**src/rtl/mesh_spm_pkg.sv**
```systemverilog
// Shared types and default sizing for the mesh-to-SPM egress path.
package mesh_spm_pkg;

  localparam int unsigned DEFAULT_FIFO_WIDTH   = 36;
  localparam int unsigned DEFAULT_BURST_LEN    = 4;
  localparam int unsigned DEFAULT_REGION_WORDS = 256;

  typedef logic [DEFAULT_FIFO_WIDTH-1:0] egress_word_t;

  typedef enum logic {
    IDLE,
    DRAIN
  } drain_state_e;

endpackage

```
**src/rtl/rr_arbiter.sv**
```systemverilog
// Combinational round-robin arbiter: first requester after last_grant, with wrap.
module rr_arbiter #(
  parameter int unsigned N     = 2,
  parameter int unsigned IDX_W = $clog2(N)
) (
  input  logic [N-1:0]     req,
  input  logic [IDX_W-1:0] last_grant,
  output logic [N-1:0]     grant,
  output logic [IDX_W-1:0] grant_idx
);

  int unsigned      cand;
  logic [IDX_W-1:0] cand_idx;
  logic             found;

  always_comb begin
    grant     = '0;
    grant_idx = '0;
    found     = 1'b0;
    cand      = 0;
    cand_idx  = '0;
    for (int unsigned k = 1; k <= N; k++) begin
      cand     = (32'(last_grant) + k) % N;
      cand_idx = IDX_W'(cand);
      if (!found && req[cand_idx]) begin
        found     = 1'b1;
        grant_idx = cand_idx;
        grant     = N'(1) << cand;
      end
    end
  end

endmodule

```
**src/rtl/mesh_egress_drain_sched.sv**
```systemverilog
// Round-robin burst drain of mesh egress FIFOs into per-PE circular SPM regions.
// Optional per-PE word counters enabled by defining MESH_DRAIN_PERF_EN.
module mesh_egress_drain_sched
  import mesh_spm_pkg::*;
#(
  parameter int unsigned FIFO_WIDTH    = DEFAULT_FIFO_WIDTH,
  parameter int unsigned NUM_EGRESS_PE = 2,
  parameter int unsigned BURST_LEN     = DEFAULT_BURST_LEN,
  parameter int unsigned REGION_WORDS  = DEFAULT_REGION_WORDS,
  parameter int unsigned SPM_ADDR_W    = 10
) (
  input  logic                             clk,
  input  logic                             rst_n,
  input  logic                             enable,
  input  logic [NUM_EGRESS_PE-1:0]         egress_empty,
  input  logic [FIFO_WIDTH-1:0]            egress_rdata [NUM_EGRESS_PE],
  output logic [NUM_EGRESS_PE-1:0]         egress_dequeue,
  output logic                             spm_wr_valid,
  input  logic                             spm_wr_ready,
  output logic [SPM_ADDR_W-1:0]            spm_wr_addr,
  output logic [FIFO_WIDTH-1:0]            spm_wr_data,
  output logic [$clog2(NUM_EGRESS_PE)-1:0] sel,
  output logic                             busy,
  output logic [31:0]                      perf_words [NUM_EGRESS_PE]
);

  localparam int unsigned IDX_W = $clog2(NUM_EGRESS_PE);
  localparam int unsigned PTR_W = $clog2(REGION_WORDS);
  localparam int unsigned CNT_W = (BURST_LEN > 1) ? $clog2(BURST_LEN) : 1;
  localparam logic [CNT_W-1:0] LAST_BEAT = CNT_W'(BURST_LEN - 1);
  localparam logic [IDX_W-1:0] LAST_PE   = IDX_W'(NUM_EGRESS_PE - 1);

  drain_state_e state_q, state_d;
  logic [IDX_W-1:0] sel_q, last_grant_q, grant_idx;
  logic [CNT_W-1:0] burst_cnt_q;
  logic [PTR_W-1:0] wr_ptr_q [NUM_EGRESS_PE];
  logic [NUM_EGRESS_PE-1:0] grant_oh;
  logic in_drain, cur_empty, handshake, grant_now;

  rr_arbiter #(
    .N     (NUM_EGRESS_PE),
    .IDX_W (IDX_W)
  ) u_arb (
    .req        (~egress_empty),
    .last_grant (last_grant_q),
    .grant      (grant_oh),
    .grant_idx  (grant_idx)
  );

  // Outputs are gated by rst_n so nothing is written or popped in a reset cycle.
  always_comb begin
    in_drain       = rst_n && (state_q == DRAIN);
    cur_empty      = egress_empty[sel_q];
    spm_wr_valid   = in_drain && !cur_empty;
    handshake      = spm_wr_valid && spm_wr_ready;
    grant_now      = (state_q == IDLE) && enable && (|grant_oh);
    spm_wr_data    = in_drain ? egress_rdata[sel_q] : '0;
    spm_wr_addr    = in_drain ? SPM_ADDR_W'({sel_q, wr_ptr_q[sel_q]}) : '0;
    egress_dequeue = '0;
    egress_dequeue[sel_q] = handshake;
    busy           = in_drain;
    sel            = sel_q;
  end

  always_comb begin
    state_d = state_q;
    case (state_q)
      IDLE:    if (grant_now) state_d = DRAIN;
      DRAIN:   if (cur_empty || (handshake && burst_cnt_q == LAST_BEAT)) state_d = IDLE;
      default: state_d = IDLE;
    endcase
  end

  always_ff @(posedge clk) begin
    if (!rst_n) state_q <= IDLE;
    else        state_q <= state_d;
  end

  always_ff @(posedge clk) begin
    if (!rst_n) begin
      sel_q        <= '0;
      last_grant_q <= LAST_PE;
      burst_cnt_q  <= '0;
      for (int unsigned i = 0; i < NUM_EGRESS_PE; i++) wr_ptr_q[i] <= '0;
    end else begin
      if (grant_now) begin
        sel_q        <= grant_idx;
        last_grant_q <= grant_idx;
        burst_cnt_q  <= '0;
      end
      // Pointer width equals log2(REGION_WORDS), so natural overflow is the region wrap.
      if (handshake) begin
        wr_ptr_q[sel_q] <= wr_ptr_q[sel_q] + PTR_W'(1);
        burst_cnt_q     <= burst_cnt_q + CNT_W'(1);
      end
    end
  end

`ifdef MESH_DRAIN_PERF_EN
  logic [31:0] perf_q [NUM_EGRESS_PE];

  always_ff @(posedge clk) begin
    if (!rst_n) begin
      for (int unsigned i = 0; i < NUM_EGRESS_PE; i++) perf_q[i] <= '0;
    end else begin
      for (int unsigned i = 0; i < NUM_EGRESS_PE; i++) begin
        if (handshake && sel_q == IDX_W'(i) && perf_q[i] != '1)
          perf_q[i] <= perf_q[i] + 32'd1;
      end
    end
  end

  always_comb begin
    for (int unsigned i = 0; i < NUM_EGRESS_PE; i++) perf_words[i] = perf_q[i];
  end
`else
  always_comb begin
    for (int unsigned i = 0; i < NUM_EGRESS_PE; i++) perf_words[i] = '0;
  end
`endif

endmodule

```
**config.mk**
```make
export PLATFORM = sky130hd
export DESIGN_NAME = mesh_egress_drain_sched
export DESIGN_NICKNAME = d
export VERILOG_FILES = /design/src/rtl/mesh_spm_pkg.sv /design/src/rtl/rr_arbiter.sv /design/src/rtl/mesh_egress_drain_sched.sv
export SDC_FILE = /design/constraint.sdc
export NUM_CORES = 1
export LEC_CHECK = 0
export ABC_AREA = 1
export BUFFER_PORTS_ARGS = -buffer_cell sky130_fd_sc_hd__buf_4
export CAP_MARGIN = 40
export CORE_MARGIN = 2
export CORE_UTILIZATION = 42
export DETAILED_ROUTE_END_ITERATION = 6
export PLACE_DENSITY = 0.88
export REMOVE_ABC_BUFFERS = 1
export SYNTH_ARGS = -nofsm -noshare
export SYNTH_HDL_FRONTEND = slang
export SYNTH_SLANG_ARGS = --single-unit
```
**constraint.sdc**
```tcl
create_clock -name clk -period 2.85 [get_ports clk]
set_input_delay 0.285 -clock clk [delete_from_list [all_inputs] [get_ports clk]]
set_output_delay 0.285 -clock clk [all_outputs]
set_load 0.01 [all_outputs]
```
### Word-level counts from Yosys, hierarchy flattened

Memory sizes are Yosys's and may differ from the RTL's. A register that Yosys moved wholly into a read port is not among the register bits.
Index checks and enable logic that the tools add are counted.

* input bits: 78
* bits in registers: 5
* memory bits (writable): 16
* memories kept: 1

Memory list
* wr_ptr_q: words 2, width 8, rd ports 1, clocked after Yosys merged registers in 1, wr ports 2, line mesh_egress_drain_sched.sv:36 `logic [PTR_W-1:0] wr_ptr_q [NUM_EGRESS_PE];`

* add/sub/neg operators: 4
* reduce and logical (&&, ||, !) cells: 14
* multiplexer cells: 32
* equal/unequal tests: 1
* shifts and indexed selects: 2
* bitwise logic cells: 4
* magnitude comparators: 5

Operators with widths (count)
* 36-bit 2-to-1 mux: 4
* 1-bit 2-to-1 mux: 20
* 9-bit 2-to-1 mux: 1
* 8-bit by 1-bit adder with 8-bit output (second input constant): 1
* 1-bit logical AND: 8
* 2-bit 2-to-1 mux: 4
* 8-bit 2-to-1 mux: 1
* 8-bit OR reduction: 1
* 1-bit by 2-bit less-than comparator with 1-bit output (second input constant): 3
* 1-bit by 1-bit left shift with 2-bit output (first input constant): 2
* 1-bit adder (second input constant): 2
* 2-bit by 1-bit adder with 2-bit output (second input constant): 1
* 2-bit AND: 1
* 2-bit == test (second input constant): 1
* 2-bit >= comparator (second input constant): 1
* 1-bit zero test: 2
* 1-bit inverter with 2-bit output: 1
* 2-bit inverter: 1
* 1-bit case mux with 2 select lines: 1
* 2-bit nonzero test: 1
* 2-bit OR reduction: 1
* 1-bit demux with 1-bit select: 1
* 1-bit >= comparator (second input constant): 1
* 1-bit logical OR: 1
* 1-bit inverter: 1

### Logic depth before layout (Yosys ltp)

Gate-level depths: netlist (run 1).

* word-level depth: 11
* mapped depth: 10
* gate-level depth less buffers: 9

### By module

A second synthesis (run 1) with hierarchy kept.

* cells, all modules: 340
* area, all modules: 2268.4 um2

By module, submodules not included
* mesh_egress_drain_sched: area each 2233.4 um2, sequential area each 600.6 um2, cells an instance 335, times used 1
* rr_arbiter: area each 35.0 um2, sequential area each 0.0 um2, cells an instance 5, times used 1

### Worst setup path before layout (run 1)

OpenSTA, ideal clock, no wires.

* path kind: register to register
* from: register (tool-made name)
* to: memory wr_ptr_q[0][4] (netlist bit) (data pin)
* period minus slack after synthesis: 1460 ps
* setup slack: 1390 ps
* data required time: 2593 ps
* arrival time: 1202 ps
* library setup time: 257 ps
* stages on the path, launching flop included: 9
* buffers on the path: 1
* cells stage by stage: dfxtp_1 -> buf_6 -> nand2_1 -> nand2_4 -> ha_1 -> nand2_1 -> nor2_1 -> xor2_1 -> nor2_1

RTL lines (line)
* to (decl): mesh_egress_drain_sched.sv:36

### Final worst setup path (run 1)

* from: register sel_q, in the netlist sel
* to: output spm_wr_data[27]

* word-level cells in the longest chain between the ends: 5

RTL lines
* from (decl): line mesh_egress_drain_sched.sv:34 `logic [IDX_W-1:0] sel_q, last_grant_q, grant_idx;`
* from (signal assigned): line mesh_egress_drain_sched.sv:87 `sel_q <= grant_idx;`
* 1-bit inverter with 2-bit output (implied by the code): line mesh_egress_drain_sched.sv:57 `spm_wr_data = in_drain ? egress_rdata[sel_q] : '0;`
* 36-bit 2-to-1 mux (implied by the code) (3 in series): line mesh_egress_drain_sched.sv:57
* 36-bit 2-to-1 mux: line mesh_egress_drain_sched.sv:57
* to (decl): line mesh_egress_drain_sched.sv:21 `output logic [FIFO_WIDTH-1:0] spm_wr_data,`

No other way between the ends. The select of a mux whose other input is x is not followed.

==> results of run 1 <==
## logic make-up after synthesis
logic type	count (synthesis)
compound gates	47
xor+xnor	3
fa+ha+maj	2
buf+inv	97
flops	22
other cells	1
simple gates	162
## cells in the mapped netlist, types with 3 or more instances
| library cell | count |
|---|---|
| sky130_fd_sc_hd__a21oi_1 | 43 |
| sky130_fd_sc_hd__nand2_2 | 11 |
| sky130_fd_sc_hd__inv_1 | 17 |
| sky130_fd_sc_hd__dfxtp_1 | 6 |
| sky130_fd_sc_hd__buf_2 | 11 |
| sky130_fd_sc_hd__nand2_1 | 111 |
| sky130_fd_sc_hd__edfxtp_1 | 16 |
| sky130_fd_sc_hd__nand3_1 | 5 |
| sky130_fd_sc_hd__nor2_2 | 3 |
| sky130_fd_sc_hd__nor2_1 | 29 |
| sky130_fd_sc_hd__buf_4 | 65 |
## worst min-delay path: cells and delay by family
kind / cells / cell delay, ns
AND/OR/NAND/NOR: 1 / 0.04
AO/OA/AOI/OAI: 1 / 0.07
buffers and inverters: 1 / 0.13
## power groups by stage
| stage | clock network (W) | logic [W] | registers [W] |
|---|---|---|---|
| final | 0.000189 | 0.000291 | 0.000366 |
| after global routing | 0.000207 | 0.000319 | 0.000369 |
| after CTS | 0.000190 | 0.000288 | 0.000366 |
| after detailed placement | 0 | 0.000287 | 0.000373 |
| after global placement | 0 | 0.000282 | 0.000372 |
| after floorplan | 0 | 0.000142 | 0.000374 |
## flip-flops by register name, summed over array words and instances (netlist names), named ones only
register / count
state_q: 1
wr_ptr_q: 16
burst_cnt_q: 2
sel: 1
last_grant_q: 1
## stage by stage
step                      instances  setup slack (ns)
after global placement          519              1.05
after floorplan                 319             0.369
after CTS                       523             0.809
after detailed placement        519             0.935
final                           523             0.802
after global routing            523             0.632
## final cells by class
cell class / instances / area, um2 / share of cell area
multi-input cells: 279 / 1210 / 0.404
clock buffers: 4 / 45.0 / 0.0151
well taps: 70 / 87.6 / 0.0293
inverters: 18 / 75.1 / 0.0251
flip-flops and latches: 22 / 601 / 0.201
repair buffers: 130 / 976 / 0.326
## worst min path at each step
stage	start	to	slack [ns]	depth (start not counted)
2_1_floorplan	rst_n	burst_cnt_q[0]$_SDFFE_PN0P_	0.42	2
3_5_place_dp	last_grant_q$_SDFFE_PN1P_	last_grant_q$_SDFFE_PN1P_	0.46	2
6_report	rst_n	burst_cnt_q[0]$_SDFFE_PN0P_	0.32	3
4_1_cts	rst_n	burst_cnt_q[0]$_SDFFE_PN0P_	0.31	3
3_3_place_gp	last_grant_q$_SDFFE_PN1P_	last_grant_q$_SDFFE_PN1P_	0.44	2
5_1_grt	rst_n	burst_cnt_q[0]$_SDFFE_PN0P_	0.34	3
## per-layer routing
layer	part of all wire	GRT usage
met1	0.39	0.241
met2	0.51	0.368
met3	0.077	0.0415
met4	0.022	0.0691
met5	0	0
==> insert_results.sql, run 1 <==
INSERT INTO impl_metrics (metric_group, metric, value, unit) VALUES
('final_layout', 'finish.net_count', '534', ''),
('critical_path', 'critical_path.endpoint_type', 'primary output', ''),
('route', 'firstDrtPassIters', '4', ''),
('route', 'vias_per_cell', '4.39', ''),
('die', 'dieArea', '5840', 'um2'),
('critical_path', 'reg2reg_slack', '0.91', 'ns'),
('sta', 'rsz0062_at_grt', 'no', ''),
('die', 'die_w', '76.5', 'um'),
('cts', 'htree_levels', '1', ''),
('power_and_ir_drop', 'internal-power', '0.000582', 'W'),
('critical_path', 'termination_of_the_worst_setup_path', 'spm_wr_data[27]', ''),
('die', 'floorplan.initialDensity', '0.434', ''),
('final_layout', 'postLayoutCellArea', '2990', 'um2'),
('power_and_ir_drop', 'switching_component_of_the_power', '0.000264', 'W'),
('sta', 'fin_worst_skew', '0.00264', 'ns'),
('synth', 'ys_ff_latch', '22', ''),
('critical_path', 'reg2regPathDepth', '4', ''),
('sta', 'holdWs', '0.315', 'ns'),
('cts', 'root_buffer', 'sky130_fd_sc_hd__clkbuf_8', ''),
('synth', 'synth_top_cell_area_share', '0.221', ''),
('synth', 'yosysWarnings', '0', ''),
('run_status', 'outcome', 'completed', ''),
('power_and_ir_drop', 'p_leak', '1.61', 'nW'),
('critical_path', 'timing.critical_path.slowest_stage_cell', 'sky130_fd_sc_hd__dfxtp_1', ''),
('route', 'routed_wire_length_per_instance', '12.0', 'um'),
('synth', 'post_synth_num_cell_types', '22', ''),
('power_and_ir_drop', 'power.share.switching', '0.312', ''),
('critical_path', 'worst-setup-path-type', 'flop to primary output', ''),
('final_layout', 'drive_gt1_frac', '0.333', ''),
('placed_design', 'place.port_buffers', '127', ''),
('synth', 'post-synth-top-area-cell', 'sky130_fd_sc_hd__buf_4', ''),
('sta', 'worstMarginPinSlew', '0.504', 'ns'),
('die', 'design.portCount', '193', ''),
('synth', 'syn-instance-count', '334', ''),
('critical_path', 'critical-path-top-delay-family', 'flip-flops', ''),
('die', 'design.core.area', '5070', 'um2'),
('cts', 'cts_buffer_depth', '2', ''),
('worst_hold_path', 'worst_hold_path_type', 'primary input to flop', ''),
('cts', 'cts.sinks', '22', ''),
('route', 'finalWirelength', '6.28', 'mm'),
('critical_path', 'crit_path_cell_trace', 'buf_4 -> nand2_1 -> a21oi_1 -> buf_4', ''),
('power_and_ir_drop', 'clk_pwr_share', '0.223', ''),
('synth', 'largest_family_of_logic_cells_by_synthesized_area', 'simple AND/OR/NAND/NOR gates', ''),
('synth', 'syn-mean-instance-area', '6.60', 'um2'),
('cts', 'cts.reportedPaths.clkPinSlew', '0.07', 'ns'),
('die', 'die_height', '76.5', 'um'),
('cts', 'clkLatencyLatePin', '0.25', 'ns'),
('sta', 'timing.final.crit_share', '0.719', ''),
('route', 'final_ant_viol_nets', '0', ''),
('synth', 'netlist_area', '2200', 'um2'),
('synth', 'synth_sequential_area_ratio', '0.272', ''),
('final_layout', 'final_cell_mix', 'sky130_fd_sc_hd__buf_4 (130), sky130_fd_sc_hd__nand2_1 (111), sky130_fd_sc_hd__conb_1 (65)', ''),
('final_layout', 'diodes_inserted', '0', ''),
('final_layout', 'finish.utilization', '0.589', ''),
('final_layout', 'layout_commonest_cell', 'sky130_fd_sc_hd__buf_4', ''),
('final_layout', 'nFillCells', '484', ''),
('critical_path', 'worstReg2RegStart', 'sel$_SDFFE_PN0P_', ''),
('critical_path', 'crit_cells', '4', ''),
('cts', 'cts_buffers', '3', ''),
('global_route', 'grt-ovfl-total', '0', ''),
('cts', 'cts_hold_buf', '0', ''),
('global_route', 'first_global_vias', '2107', ''),
('global_route', 'grt_first_pass_wirelength', '9.87', 'mm'),
('flow_run', 'cap_violations', '0', ''),
('route', 'drcViolationCount', '0', ''),
('synth', 'yosys.area_share.xor_xnor', '0.0119', ''),
('critical_path', 'worstSetupStartpoint', 'sel$_SDFFE_PN0P_', ''),
('critical_path', 'bufs_and_invs_on_worst_path', '2', ''),
('synth', 'synth_edf_count', '16', ''),
('sta', 'min_period', '2.05', 'ns'),
('final_layout', 'area_growth_syn_to_layout', '35.7', '%');
No activity file was read; power rests on OpenSTA's default activity.
==> run 2, diff against run 1 <==
- CORE_UTILIZATION: 42 -> 39
- PLACE_DENSITY: 0.88 -> 0.82
- clock period: 2.85 -> 2.1 ns (I/O delays scaled with it)
==> run 2 against run 1 <==
Effect of this change: hold slack worse by 0.072 ns; critical path type is now flop to flop; sequential power up 36%; sequential cell count unchanged; first-iteration DRC count down 61%; non-clock buffer count unchanged; combinational power up 35%; clock skew about the same; clock power up 31%; global-route usage down 2.8 points; utilization down 4.3 points; critical path depth up 3; critical endpoint is now wr_ptr_q[1][4]$_SDFFCE_PN0P_; final area about the same.
==> insert_results.sql, run 2 (same netlist as run 1, synthesis figures left out) <==
INSERT INTO impl_metrics (metric_group, metric, value, unit) VALUES
('route', 'drcViolationCount', '0', ''),
('global_route', 'first_global_vias', '2038', ''),
('cts', 'root_buffer', 'sky130_fd_sc_hd__clkbuf_8', ''),
('cts', 'cts_buffer_depth', '2', ''),
('final_layout', 'nFillCells', '531', ''),
('critical_path', 'cp.required', '2.11', 'ns'),
('critical_path', 'cp.arrival', '1.87', 'ns'),
('critical_path', 'bufs_and_invs_on_worst_path', '0', ''),
('power_and_ir_drop', 'ir_worst_vdd', '0.392', 'mV'),
('critical_path', 'crit_cells', '7', ''),
('global_route', 'grt_start_max_net_pins', '48', ''),
('critical_path', 'crit_path_cell_trace', 'nand2_1 -> nand2_4 -> ha_1 -> nand2_1 -> nor2_1 -> xor2_1 -> nor2_1', ''),
('final_layout', 'finish.net_count', '534', ''),
('final_layout', 'largest_reg_flops', '16', ''),
('cts', 'post_cts_resized', '0', ''),
('placed_design', 'place.detailed.hpwl', '4.97', 'mm'),
('global_route', 'grt_first_pass_wirelength', '8.97', 'mm'),
('power_and_ir_drop', 'power-per-cell-area', '380', 'nW/um2'),
('critical_path', 'reg2regPathDepth', '7', ''),
('sta', 'final_max_slew_viol_count', '0', ''),
('worst_hold_path', 'hold_path_end', 'burst_cnt_q[0]$_SDFFE_PN0P_', ''),
('critical_path', 'reg2reg_slack', '0.24', 'ns'),
('final_layout', 'final_cell_mix', 'sky130_fd_sc_hd__buf_4 (130), sky130_fd_sc_hd__nand2_1 (111), sky130_fd_sc_hd__conb_1 (65)', ''),
('final_layout', 'sequential_cell_area', '601', 'um2'),
('final_layout', 'finish.utilization', '0.546', ''),
('route', 'routed_wire_length_per_instance', '11.6', 'um'),
('die', 'die_w', '79.2', 'um'),
('worst_hold_path', 'worst_hold_startpoint', 'rst_n', ''),
('final_layout', 'diodes_inserted', '0', ''),
('sta', 'report.final.hold_viol_count', '0', ''),
('sta', 'min_period', '1.86', 'ns'),
('die', 'design.portCount', '193', ''),
('critical_path', 'worst-setup-path-type', 'flop to flop', ''),
('critical_path', 'timing.critical_path.slowest_stage_cell', 'sky130_fd_sc_hd__dfxtp_1', ''),
('route', 'firstDrtPassIters', '4', ''),
('cts', 'cts.reportedPaths.clkPinSlew', '0.07', 'ns'),
('final_layout', 'drive_gt1_frac', '0.334', ''),
('route', 'final_ant_viol_nets', '0', ''),
('die', 'design.core.area', '5470', 'um2'),
('sta', 'fin_worst_skew', '0.00250', 'ns'),
('sta', 'rsz0062_at_grt', 'no', ''),
('final_layout', 'instances_no_fill', '524', ''),
('critical_path', 'reg2reg_end', 'wr_ptr_q[1][4]$_SDFFCE_PN0P_', ''),
('route', 'vias_per_cell', '4.36', ''),
('cts', 'post_cts_buffers', '0', ''),
('route', 'vias', '2285', ''),
('placed_design', 'place.detailed.instances', '521', ''),
('sta', 'timing.final.crit_share', '0.885', ''),
('final_layout', 'area_growth_syn_to_layout', '35.6', '%'),
('die', 'dieArea', '6270', 'um2'),
('flow_run', 'cap_violations', '0', ''),
('cts', 'htree_levels', '1', ''),
('sta', 'final-setup-viol-count', '0', ''),
('critical_path', 'critPathMaxStageDelay', '0.61', 'ns'),
('critical_path', 'worstSetupStartpointType', 'flop', ''),
('final_layout', 'layout_top_registers', 'wr_ptr_q: 16 flops, burst_cnt_q: 2 flops', ''),
('global_route', 'grt-ovfl-total', '0', ''),
('power_and_ir_drop', 'p_leak', '1.61', 'nW'),
('global_route', 'grt_antenna_before_repair', '0', ''),
('die', 'die_height', '79.2', 'um'),
('sta', 'achievable-frequency', '538', 'MHz'),
('placed_design', 'place.port_buffers', '127', ''),
('worst_hold_path', 'worst_hold_path_type', 'primary input to flop', ''),
('critical_path', 'critical-path-top-delay-family', 'flip-flops', ''),
('placed_design', 'gp_congestion', '0.785', ''),
('final_layout', 'multiInputGateArea', '1210', 'um2'),
('worst_hold_path', 'hold_depth', '3', ''),
('die', 'core.rowCount', '27', ''),
('final_layout', 'layout_commonest_cell', 'sky130_fd_sc_hd__buf_4', ''),
('cts', 'cts_buffers', '3', ''),
('route', 'drt_iter0_drc', '47', ''),
('run_status', 'outcome', 'completed', ''),
('final_layout', 'postLayoutCellArea', '2990', 'um2'),
('route', 'finalWirelength', '6.05', 'mm'),
('die', 'floorplan.initialDensity', '0.403', ''),
('cts', 'cts.sinks', '22', ''),
('cts', 'clkLatencyLatePin', '0.26', 'ns'),
('final_layout', 'largest-register', 'wr_ptr_q', ''),
('global_route', 'track_usage', '0.176', ''),
('critical_path', 'critical_path.endpoint_type', 'flop', ''),
('placed_design', 'placedInstanceArea', '2950', 'um2'),
('cts', 'cts_hold_buf', '0', ''),
('critical_path', 'timing.critical_path.fanout_max', '9', ''),
('cts', 'cts_tree', 'yes', '');
[run 2: per-stage QoR]
| stage | total power (W) | setup slack (ns) | hold WS, ns | setup TNS [ns] |
|---|---|---|---|---|
| 2_1_floorplan | 0.000700 | -0.381 | 0.346 | -6.85 |
| 3_3_place_gp | 0.000888 | 0.341 | 0.458 | 0 |
| 3_5_place_dp | 0.000895 | 0.251 | 0.471 | 0 |
| 4_1_cts | 0.00114 | 0.244 | 0.239 | 0 |
| 5_1_grt | 0.00120 | 0.0167 | 0.259 | 0 |
| 6_report | 0.00114 | 0.241 | 0.243 | 0 |
[run 2: power by group]
group	internal [W]	switching, W
logic	0.000172	0.000221
registers	0.000483	0.0000129
clock network	0.000128	0.000119
total	0.000783	0.000353
[run 2: area by class of cell]
class | instances | share of cell area
clock buffer | 3 | 0.0138
inverter | 18 | 0.0251
multi-input combinational | 279 | 0.404
sequential | 22 | 0.201
tap | 72 | 0.0301
timing repair buffer | 130 | 0.326
[run 2: how the worst max path moves through the flow]
stage / to / startpoint / slack, ns
global route: wr_ptr_q[1][4]$_SDFFCE_PN0P_ / flop / 0.02
global placement: wr_ptr_q[1][4]$_SDFFCE_PN0P_ / flop / 0.34
CTS: wr_ptr_q[1][4]$_SDFFCE_PN0P_ / flop / 0.24
detailed placement: wr_ptr_q[1][4]$_SDFFCE_PN0P_ / flop / 0.25
finish: wr_ptr_q[1][4]$_SDFFCE_PN0P_ / flop / 0.24
floorplan: wr_ptr_q[0][0]$_SDFFCE_PN0P_ / sel$_SDFFE_PN0P_ / -0.38
[run 2: per-layer routing]
| layer | GRT usage | up-vias | part of all wire |
|---|---|---|---|
| li1 | - | 1149 | - |
| met1 | 0.198 | 1005 | 0.40 |
| met2 | 0.345 | 124 | 0.52 |
| met3 | 0.0239 | 7 | 0.074 |
| met4 | 0.0448 | 0 | 0.0096 |
| met5 | 0 | - | 0 |
[run 2: worst min-delay path, cell delays in order]
cell and delay, ns:
sky130_fd_sc_hd__buf_4 0.13, sky130_fd_sc_hd__o21ai_0 0.07, sky130_fd_sc_hd__nor2_1 0.05
==> run 3, diff against run 2 <==
- CTS_BUF_LIST: default -> sky130_fd_sc_hd__clkbuf_4 sky130_fd_sc_hd__clkbuf_8
- MAX_ROUTING_LAYER: default -> met4
==> run 3 against run 2 <==
Effect of this change: fmax is essentially flat; critical path depth is the same; critical endpoint unchanged; highest routed layer unchanged; clock skew shrank 0.00079 ns; combinational power is essentially flat; first-iteration DRC count shrank 2.1%; final area is the same; via count shrank 0.96%; total power is essentially flat.
==> insert_results.sql, run 3 (same netlist as run 1, synthesis figures left out) <==
INSERT INTO impl_metrics (metric_group, metric, value, unit) VALUES
('cts', 'root_buffer', 'sky130_fd_sc_hd__clkbuf_8', ''),
('final_layout', 'final_cell_mix', 'sky130_fd_sc_hd__buf_4 (130), sky130_fd_sc_hd__nand2_1 (111), sky130_fd_sc_hd__conb_1 (65)', ''),
('critical_path', 'reg2reg_slack', '0.24', 'ns'),
('cts', 'cts.reportedPaths.clkPinSlew', '0.07', 'ns'),
('critical_path', 'cp.required', '2.11', 'ns'),
('final_layout', 'largest_reg_flops', '16', ''),
('critical_path', 'worstSetupStartpointType', 'flop', ''),
('die', 'dieArea', '6270', 'um2'),
('sta', 'min_period', '1.86', 'ns'),
('global_route', 'track_usage', '0.181', ''),
('sta', 'final_max_slew_viol_count', '0', ''),
('critical_path', 'timing.critical_path.fanout_max', '9', ''),
('route', 'routed_wire_length_per_instance', '11.5', 'um'),
('die', 'core.rowCount', '27', ''),
('cts', 'cts_buffers', '3', ''),
('final_layout', 'drive_gt1_frac', '0.334', ''),
('final_layout', 'finish.net_count', '534', ''),
('placed_design', 'post-place-ws', '0.251', 'ns'),
('die', 'floorplan.initialDensity', '0.403', ''),
('worst_hold_path', 'worst_hold_path_type', 'primary input to flop', ''),
('sta', 'timing.final.ws_setup', '0.242', 'ns'),
('power_and_ir_drop', 'report.power.total', '0.00114', 'W'),
('power_and_ir_drop', 'p_leak', '1.61', 'nW'),
('route', 'vias', '2263', ''),
('final_layout', 'layout_top_registers', 'wr_ptr_q: 16 flops, burst_cnt_q: 2 flops', ''),
('placed_design', 'place.port_buffers', '127', ''),
('critical_path', 'cp.arrival', '1.87', 'ns'),
('final_layout', 'diodes_inserted', '0', ''),
('global_route', 'grt_start_max_net_pins', '48', ''),
('critical_path', 'worst-setup-path-type', 'flop to flop', ''),
('cts', 'cts_hold_buf', '0', ''),
('cts', 'clkLatencyLatePin', '0.26', 'ns'),
('final_layout', 'largest-register', 'wr_ptr_q', ''),
('run_status', 'outcome', 'completed', ''),
('route', 'firstDrtPassIters', '4', ''),
('die', 'die_w', '79.2', 'um'),
('sta', 'final-setup-viol-count', '0', ''),
('global_route', 'grt_antenna_before_repair', '0', ''),
('sta', 'fin_worst_skew', '0.00171', 'ns'),
('final_layout', 'layout_commonest_cell', 'sky130_fd_sc_hd__buf_4', ''),
('critical_path', 'critical_path.endpoint_type', 'flop', ''),
('power_and_ir_drop', 'power-per-cell-area', '380', 'nW/um2'),
('power_and_ir_drop', 'ir_worst_vdd', '0.391', 'mV'),
('placed_design', 'gp_congestion', '0.796', ''),
('final_layout', 'area_growth_syn_to_layout', '35.6', '%'),
('cts', 'htree_levels', '1', ''),
('cts', 'post_cts_resized', '0', ''),
('global_route', 'first_global_vias', '2038', ''),
('worst_hold_path', 'hold_path_end', 'burst_cnt_q[0]$_SDFFE_PN0P_', ''),
('flow_run', 'cap_violations', '0', ''),
('placed_design', 'place.detailed.hpwl', '4.97', 'mm'),
('worst_hold_path', 'hold_depth', '3', ''),
('sta', 'timing.final.crit_share', '0.885', ''),
('cts', 'cts_tree', 'yes', ''),
('route', 'finalWirelength', '6.04', 'mm'),
('route', 'drcViolationCount', '0', ''),
('route', 'drt_iter0_drc', '46', ''),
('critical_path', 'reg2regPathDepth', '7', ''),
('cts', 'cts.sinks', '22', ''),
('die', 'design.portCount', '193', ''),
('global_route', 'grt_first_pass_wirelength', '8.95', 'mm'),
('die', 'die_height', '79.2', 'um'),
('critical_path', 'reg2reg_end', 'wr_ptr_q[1][4]$_SDFFCE_PN0P_', ''),
('sta', 'report.final.hold_viol_count', '0', ''),
('global_route', 'grt-ovfl-total', '0', ''),
('cts', 'cts_buffer_depth', '2', ''),
('sta', 'rsz0062_at_grt', 'no', ''),
('cts', 'post_cts_buffers', '0', ''),
('route', 'vias_per_cell', '4.32', ''),
('sta', 'achievable-frequency', '538', 'MHz'),
('worst_hold_path', 'worst_hold_startpoint', 'rst_n', ''),
('die', 'design.core.area', '5470', 'um2'),
('route', 'final_ant_viol_nets', '0', '');
-- run 3: cell counts in the layout (fill, tap and decap cells not counted) --
No cell type changed its count.
-- run 3: layout make-up --
type / count / area, um2
Fill cell: 531 / 2480
Multi-Input combinational cell: 279 / 1210
Timing Repair Buffer: 130 / 976
Sequential cell: 22 / 601
Tap cell: 72 / 90.1
Inverter: 18 / 75.1
Clock buffer: 3 / 41.3
-- run 3: worst max path at each step --
stage                                start                           end  slack [ns]
after CTS                             flop  wr_ptr_q[1][4]$_SDFFCE_PN0P_        0.24
after global routing                  flop  wr_ptr_q[1][4]$_SDFFCE_PN0P_        0.02
final                                 flop  wr_ptr_q[1][4]$_SDFFCE_PN0P_        0.24
after global placement                flop  wr_ptr_q[1][4]$_SDFFCE_PN0P_        0.34
after floorplan           sel$_SDFFE_PN0P_  wr_ptr_q[0][0]$_SDFFCE_PN0P_       -0.38
after detailed placement              flop  wr_ptr_q[1][4]$_SDFFCE_PN0P_        0.25
-- run 3: per-layer routing --
layer / GRT usage / vias to the layer above / share of wire
li1: - / 1150 / -
met1: 0.200 / 1006 / 0.40
met2: 0.345 / 100 / 0.53
met3: 0.0205 / 7 / 0.065
met4: 0.0448 / 0 / 0.0096
met5: - / - / 0
-- run 3: worst max-delay path, cell delays in order (launching register included) --
cell and delay, ns:
sky130_fd_sc_hd__dfxtp_1 0.61, sky130_fd_sc_hd__nand2_1 0.16, sky130_fd_sc_hd__nand2_4 0.12, sky130_fd_sc_hd__ha_1 0.22
sky130_fd_sc_hd__nand2_1 0.07, sky130_fd_sc_hd__nor2_1 0.11, sky130_fd_sc_hd__xor2_1 0.24, sky130_fd_sc_hd__nor2_1 0.07
-- run 3: report_power, final --
part           switching (W)  internal [W]  total, W
clock network       0.000118      0.000128  0.000246
logic               0.000221      0.000172  0.000393
registers          0.0000128      0.000483  0.000496
total               0.000352      0.000783   0.00114
-- run 3: per-stage QoR --
stage | hold slack, ns | instances | TNS, ns | instance area, um2 | utilization
global placement | 0.458 | 521 | 0 | 2950 | 0.539
floorplan | 0.346 | 319 | -6.85 | 1880 | -
global route | 0.259 | 524 | 0 | 2990 | 0.546
detailed placement | 0.471 | 521 | 0 | 2950 | 0.539
CTS | 0.239 | 524 | 0 | 2990 | 0.546
finish | 0.245 | 524 | 0 | 2990 | 0.546
